File: src/rtl/zymason_pkg.sv
// Shared types and constants for the zymason display loader.
// Build option: ZYMASON_LOADER_DISP_RST_EN adds the display-reset step.
package zymason_pkg;

    localparam int SEG_W          = 7;
    localparam int NUM_DIGITS_DEF = 4;

    typedef enum logic [2:0] {
        IDLE,
        RST,
        ARM,
        HI,
        LO,
        EX1,
        EX2
    } loader_state_t;

    // Digit index width; a single-digit display still needs one index bit.
    function automatic int idx_w(input int n);
        return (n > 1) ? $clog2(n) : 1;
    endfunction

endpackage

File: src/rtl/zymason_nibble_sel.sv
// Combinational nibble picker: selects digit k from the latch and returns
// its high 3 bits (zero-extended) or its low 4 bits depending on sel.
module zymason_nibble_sel
    import zymason_pkg::*;
#(
    parameter int NUM_DIGITS = NUM_DIGITS_DEF,
    parameter int K_W        = idx_w(NUM_DIGITS)
) (
    input  logic [SEG_W*NUM_DIGITS-1:0] digit_latch,
    input  logic [K_W-1:0]              k,
    input  logic                        sel,
    output logic [3:0]                  pin
);

    logic [SEG_W-1:0] digit_arr [NUM_DIGITS];
    logic [SEG_W-1:0] seg;

    generate
        for (genvar gi = 0; gi < NUM_DIGITS; gi++) begin : g_unpack
            assign digit_arr[gi] = digit_latch[gi*SEG_W +: SEG_W];
        end
    endgenerate

    // Out-of-range indices (non power-of-two digit counts) read as blank.
    always_comb begin
        seg = '0;
        pin = '0;
        if (32'(k) < 32'(NUM_DIGITS)) begin
            seg = digit_arr[k];
        end
        pin = sel ? {1'b0, seg[6:4]} : seg[3:0];
    end

endmodule

File: src/rtl/zymason_disp_loader.sv
// Loads NUM_DIGITS 7-segment patterns into a nibble-wide display.
// Build option: ZYMASON_LOADER_DISP_RST_EN inserts a display-reset cycle.
module zymason_disp_loader
    import zymason_pkg::*;
#(
    parameter int NUM_DIGITS = NUM_DIGITS_DEF
) (
    input  logic                        clock,
    input  logic                        reset_n,
    input  logic                        start,
    input  logic [SEG_W*NUM_DIGITS-1:0] digits,
    output logic                        busy,
    output logic                        done,
    output logic                        disp_rst,
    output logic                        disp_rw,
    output logic                        disp_sel,
    output logic [3:0]                  disp_pin
);

    localparam int             K_W    = idx_w(NUM_DIGITS);
    localparam logic [K_W-1:0] K_LAST = K_W'(NUM_DIGITS - 1);

    loader_state_t               state_reg;
    logic [K_W-1:0]              k_reg;
    logic [SEG_W*NUM_DIGITS-1:0] latch_reg;
    logic                        busy_reg;
    logic                        done_reg;
    logic                        rw_reg;
    logic                        sel_reg;
    logic [3:0]                  pin_reg;

    // Outputs are registered, so the picker looks at the digit and half
    // that the state being entered will present.
    logic [K_W-1:0] nib_k;
    logic           nib_sel;
    logic [3:0]     nib_pin;

    assign nib_k   = (state_reg == LO) ? k_reg + K_W'(1) : k_reg;
    assign nib_sel = (state_reg != HI);

    zymason_nibble_sel #(
        .NUM_DIGITS (NUM_DIGITS),
        .K_W        (K_W)
    ) u_nibble_sel (
        .digit_latch (latch_reg),
        .k           (nib_k),
        .sel         (nib_sel),
        .pin         (nib_pin)
    );

`ifdef ZYMASON_LOADER_DISP_RST_EN
    logic disp_rst_reg;
    assign disp_rst = disp_rst_reg;
`else
    assign disp_rst = 1'b0;
`endif

    always_ff @(posedge clock or negedge reset_n) begin
        if (!reset_n) begin
            state_reg    <= IDLE;
            k_reg        <= '0;
            latch_reg    <= '0;
            busy_reg     <= 1'b0;
            done_reg     <= 1'b0;
            rw_reg       <= 1'b0;
            sel_reg      <= 1'b0;
            pin_reg      <= 4'h0;
`ifdef ZYMASON_LOADER_DISP_RST_EN
            disp_rst_reg <= 1'b0;
`endif
        end else begin
            done_reg <= 1'b0;
            case (state_reg)
                IDLE: begin
                    if (start) begin
                        latch_reg <= digits;
                        k_reg     <= '0;
                        busy_reg  <= 1'b1;
                        sel_reg   <= 1'b0;
                        pin_reg   <= 4'h0;
`ifdef ZYMASON_LOADER_DISP_RST_EN
                        state_reg    <= RST;
                        disp_rst_reg <= 1'b1;
                        rw_reg       <= 1'b0;
`else
                        state_reg <= ARM;
                        rw_reg    <= 1'b1;
`endif
                    end
                end
`ifdef ZYMASON_LOADER_DISP_RST_EN
                RST: begin
                    state_reg    <= ARM;
                    disp_rst_reg <= 1'b0;
                    rw_reg       <= 1'b1;
                    sel_reg      <= 1'b0;
                    pin_reg      <= 4'h0;
                end
`endif
                ARM: begin
                    state_reg <= HI;
                    rw_reg    <= 1'b1;
                    sel_reg   <= 1'b1;
                    pin_reg   <= nib_pin;
                end
                HI: begin
                    state_reg <= LO;
                    sel_reg   <= 1'b0;
                    pin_reg   <= nib_pin;
                end
                LO: begin
                    if (k_reg == K_LAST) begin
                        state_reg <= EX1;
                        rw_reg    <= 1'b0;
                        sel_reg   <= 1'b1;
                        pin_reg   <= 4'h0;
                    end else begin
                        k_reg     <= k_reg + K_W'(1);
                        state_reg <= HI;
                        sel_reg   <= 1'b1;
                        pin_reg   <= nib_pin;
                    end
                end
                EX1: begin
                    state_reg <= EX2;
                    rw_reg    <= 1'b0;
                    sel_reg   <= 1'b0;
                    pin_reg   <= 4'h0;
                    done_reg  <= 1'b1;
                end
                EX2: begin
                    state_reg <= IDLE;
                    busy_reg  <= 1'b0;
                    rw_reg    <= 1'b0;
                    sel_reg   <= 1'b0;
                    pin_reg   <= 4'h0;
                end
                default: begin
                    state_reg <= IDLE;
                    busy_reg  <= 1'b0;
                    rw_reg    <= 1'b0;
                    sel_reg   <= 1'b0;
                    pin_reg   <= 4'h0;
                end
            endcase
        end
    end

    assign busy     = busy_reg;
    assign done     = done_reg;
    assign disp_rw  = rw_reg;
    assign disp_sel = sel_reg;
    assign disp_pin = pin_reg;

endmodule

File: config.mk
export PLATFORM = sky130hd
export DESIGN_NAME = zymason_disp_loader
export DESIGN_NICKNAME = d
export VERILOG_FILES = /design/src/rtl/zymason_pkg.sv /design/src/rtl/zymason_nibble_sel.sv /design/src/rtl/zymason_disp_loader.sv
export SDC_FILE = /design/constraint.sdc
export NUM_CORES = 1
export LEC_CHECK = 0
export ABC_CLOCK_PERIOD_IN_PS = 5680
export CAP_MARGIN = 20
export CORE_MARGIN = 2
export CORE_UTILIZATION = 45
export CTS_CLUSTER_SIZE = 14
export DETAILED_ROUTE_END_ITERATION = 12
export PLACE_DENSITY = 0.71
export RECOVER_POWER = 50
export SKIP_CTS_REPAIR_TIMING = 1
export SKIP_LAST_GASP = 1
export SLEW_MARGIN = 20
export SYNTH_ARGS = -nofsm -noshare
export SYNTH_HDL_FRONTEND = slang
export SYNTH_SLANG_ARGS = --single-unit
File: constraint.sdc
create_clock -name clock -period 5.68 [get_ports clock]
set_input_delay 1.136 -clock clock [delete_from_list [all_inputs] [get_ports clock]]
set_output_delay 1.136 -clock clock [all_outputs]
set_load 0.02 [all_outputs]
Word-level counts from Yosys, hierarchy flattened
Cells that the tools add are included.
{"block": "totals", "register_bits": 41, "latchBits": 0, "ramBits": 0, "romBits": 0, "in_bits": 31, "out_inout_bits": 9, "wordCells": 52, "memories": 0}
{"block": "op_classes", "add_sub_neg": 1, "multipliers": 0, "div": 0, "magnitude_cmp": 1, "eq_ne": 9, "n_shift": 0, "mux": 21, "bitwise": 3, "reduce_logical": 9}
{"cell": "3-bit case mux with 5 select lines", "n": 1}
{"cell": "7-bit binary-select mux with 2-bit select", "n": 1}
{"cell": "7-bit 2-to-1 mux", "n": 2}
{"cell": "4-bit 2-to-1 mux", "n": 3}
{"cell": "4-bit case mux with 3 select lines", "n": 1}
{"cell": "3-bit by 2-bit == test with 1-bit output, second input constant", "n": 2}
{"cell": "3-bit == test, second input constant", "n": 2}
{"cell": "2-bit 2-to-1 mux", "n": 3}
{"cell": "3-bit 2-to-1 mux", "n": 2}
{"cell": "3-bit AND reduction", "n": 2}
{"cell": "1-bit 2-to-1 mux", "n": 4}
{"cell": "2-bit inequality test, second input constant", "n": 2}
{"cell": "1-bit case mux with 2 select lines", "n": 2}
{"cell": "1-bit case mux with 4 select lines", "n": 1}
{"cell": "2-bit case mux with 2 select lines", "n": 1}
{"cell": "2-bit AND reduction", "n": 2}
{"cell": "2-bit OR reduction", "n": 2}
{"cell": "4-bit OR reduction", "n": 1}
{"cell": "3-bit >= comparator, second input constant", "n": 1}
{"cell": "3-bit logical NOT", "n": 1}
{"cell": "3-bit by 2-bit inequality test with 1-bit output, second input constant", "n": 1}
{"cell": "2-bit inverter with 3-bit output", "n": 1}
{"cell": "2-bit by 1-bit adder with 2-bit output, second input constant", "n": 1}
{"cell": "2-bit == test, second input constant", "n": 1}
{"cell": "other kinds (3)", "n": 4}

Logic depth before layout (Yosys ltp)
{"block": "depth", "word_depth": 9, "ltp_mapped": 7, "ltp_nobuf": 5}

Hierarchy
From an unflattened synthesis, not the netlist that was laid out.
{"block": "unflattened", "cells_unflattened": 132, "area_unflattened_um2": 1930.6}
{"module": "zymason_disp_loader", "instances": 1, "cells_per_inst": 120, "area_each_um2": 1695.4, "seq_area_each_um2": 1026.0}
{"module": "zymason_nibble_sel", "instances": 1, "cells_per_inst": 12, "area_each_um2": 235.2, "seq_area_each_um2": 0.0}

Worst setup path after synthesis
Ideal clock, no wire load.
{"block": "synth_timing", "kind": "input-to-reg", "from": "input start", "to": "register latch_reg[0]", "setup_time_ns": 0.125, "arrival_ns": 2.199, "required_ns": 5.555, "setup_slack_ns": 3.356, "path_stages": 3, "n_path_buf": 1, "cell_sequence": "nor4b_1 > clkbuf_1 > mux2_2"}
{"block": "synth_between", "elab_chain_cells": 1}
{"item": "start: declaration", "line": "zymason_disp_loader.sv:10", "rtl": "input logic start,"}
{"item": "2-bit AND reduction (no source line)"}
{"item": "end signal: assignment", "line": "zymason_disp_loader.sv:76", "rtl": "latch_reg <= digits;"}
{"item": "end: declaration", "line": "zymason_disp_loader.sv:25", "rtl": "logic [SEG_W*NUM_DIGITS-1:0] latch_reg;"}
Every way passes these cells.
A chain may end at the register's enable or synchronous reset.

==> reports/results.txt <==
CTS Root Cell -> clkbuf_8
First-pass GRT wire length -> 5.49 mm
WP data required -> 5.65 ns
Sequential share of power -> 42.5%
Hpwl dp -> 2.44 mm
Max-cap violations -> 1
CTS tree -> yes
Setup CP Type -> in2async
DR WL/cell -> 14.5 µm
YS warnings -> 0
Initial DRT Pass Iterations -> 4
Status -> finished, violations left
Avg Cell Area, Syn -> 13.8 µm²
Worst hold path startpoint -> disp_sel
Later-pin clock latency in the skew report -> 0.29 ns
Reg2reg setup slack -> 3.28 ns
Yosys top cell area share -> 54.3%
Maximum VDD drop -> 0.221 mV
Sw Ratio -> 32.9%
Pint -> 845 µW
Max Clk Rate -> 376 MHz
Die Height -> 68.8 µm
HP Class -> reg2reg
Largest cells by area after synthesis -> dfrtp_1 54%, mux2_2 17%, mux2i_1 6.4%
Count of different cell masters after synthesis -> 27
CP cell instances -> clkbuf_1
Crit path DAT -> 2.63 ns
Period minus WS final -> 2.66 ns
Slew Viols, Final -> 42
ANT nets after route -> 0
Initial Util -> 46.9%
Initial antenna violation count -> 0
Peak per-stage delay on the critical path -> 1.49 ns
PortBufs -> 38
Share of cells above drive strength 1 -> 25.7%
Via count -> 1180
Leak -> 0.00105 µW
Cell row count -> 23
Max-slew headroom at the worst pin -> -41.1%
Clock share of power -> 14.9%
Hold Crit Depth -> 1
Logic pwr share -> 42.7%
Ant diodes -> 0
Critical-path top delay cell -> clkbuf_1
Hold path endpoint -> disp_sel
Clock transition at the registers of the reported paths -> 0.07 ns
Critical Path Stages -> 1
CP max FO -> 41
Worst Setup End Kind -> async pin
Setup TNS -> 0 ns
Synth Instances -> 137
Area Growth Syn to Fin -> 26.0%
Final #Nets -> 208
Cell family with most CP delay -> buffers and inverters
Final Hold Vio Count -> 0
Reg2Reg Depth -> 5
CP Buf/Inv Count -> 1
Setup Viol. Count Final -> 0
Die area -> 4730 µm²
Sequential share of the synthesized area -> 54.3%
DRT iter0 DRCs -> 48
Tot Pwr -> 1260 µW
Largest net degree at the start of global routing -> 42
DR vias/cell -> 5.24
Failing checks -> capacitance limit, slew limit
Fin crit share -> 46.9%
Die width -> 68.8 µm
Yosys reg bits -> 41
Clock Skews -> 0.00556 ns
Critical Path Start Type -> primary input
Total CTS buffers -> 5
Post-synthesis cell area -> 1890 µm²
CTS Buffer Depth -> 2
Vias in the first global route -> 1181
Max reg flops -> 28
CORE AREA -> 4030 µm²
Clk sinks -> 41
Tightest Pin Transition -> 2.12 ns
P per Cell Area -> 529 nW/µm²
R2R Path End -> disp_pin[2]
Total grt overflow -> 0
GPL Wtd Cong -> 0.752
Yosys top cell by area -> dfrtp_1
Final wirelength -> 3.27 mm
Num ports -> 40
RSZ-0062 raised after global routing -> no
Worst r2r src -> state_reg[1]
Post-Route Utilization -> 59.0%
Total GRT Usage -> 16.3%
Mapped Nets -> 170
# DRC -> 0
H-tree Lvls -> 2
Net Sw Power -> 414 µW
layout by cell type (no fill, tap or decap), types with 2 or more instances in the layout:
cell and n:
ha_1 2, nand2_1 6, mux2i_1 12, clkdlybuf4s50_1 36, o21ai_0 4, a21o_1 2
nor2_1 5, dfrtp_1 41, o21ai_1 3, o31ai_1 2, a21oi_1 4, clkbuf_8 6
mux4_2 4, inv_1 3, mux2_2 29, a32o_1 2
synthesized netlist by cell type:
master and n:
dfrtp_1 41, mux2_2 29, mux2i_1 12, nand2_1 6, nor2_1 5, a21oi_1 4, clkbuf_1 4, mux4_2 4
o21ai_0 4, inv_1 3, o21ai_1 3, a21o_1 2, a32o_1 2, buf_6 2, ha_1 2, nor4b_1 2
o31ai_1 2, buf_2 1, buf_4 1, conb_1 1, mux2i_4 1, nand2b_1 1, nor2b_1 1, nor3_1 1
nor3b_4 1, nor4_1 1, or2_2 1
cell families after synthesis:
kind of cell    after synthesis  synth area share [%]
buf+inv                      11                  3.25
simple gates                 19                  5.70
other cells                   1                 0.199
flops                        41                  54.3
mux                          46                  29.6
compound gates               17                  5.57
fa+ha+maj                     2                  1.33
worst max-delay path by stage:
stage             from           end  slack, ns
2_1_floorplan    start  latch_reg[0]       3.36
3_3_place_gp     start      k_reg[0]       2.91
3_5_place_dp     start      k_reg[0]       2.88
4_1_cts          start      k_reg[0]       3.17
5_1_grt        reset_n      k_reg[0]       2.56
6_report       reset_n      k_reg[1]       3.02
layer usage:
| metal | routed length, µm | track usage, % | vias up |
|---|---|---|---|
| li1 | - | - | 564 |
| met1 | 1420 | 20.4 | 580 |
| met2 | 1640 | 26.7 | 31 |
| met3 | 163 | 4.87 | 5 |
| met5 | 0 | 0 | - |
| met4 | 51 | 5.88 | 0 |
stage by stage:
stage          worst slack, ns  hold WS [ns]  cell area (µm²)  std cells
2_1_floorplan             3.36         0.475             1890        137
3_3_place_gp              2.91         0.462             2290        218
3_5_place_dp              2.88         0.478             2290        218
4_1_cts                   3.17         0.495             2380        225
5_1_grt                   2.56         0.504             2380        225
6_report                  3.02         0.490             2380        225
power by group through the flow:
stage / Sequential (µW) / Clock (µW) / Combinational [µW]
2_1_floorplan: 521 / 0 / 422
3_3_place_gp: 532 / 0 / 529
3_5_place_dp: 543 / 0 / 546
4_1_cts: 537 / 195 / 547
6_report: 535 / 187 / 537
5_1_grt: 559 / 209 / 586
final cells by class:
| cell class | instances | area (µm²) |
|---|---|---|
| tap | 50 | 62.6 |
| clock buffer | 6 | 82.6 |
| sequential | 41 | 1030 |
| fill | 332 | 1650 |
| multi-input combinational | 85 | 807 |
| inverter | 3 | 11.3 |
| clock inverter | 1 | 7.51 |
| timing repair buffer | 39 | 382 |
No activity file was read; power rests on OpenSTA's default activity.
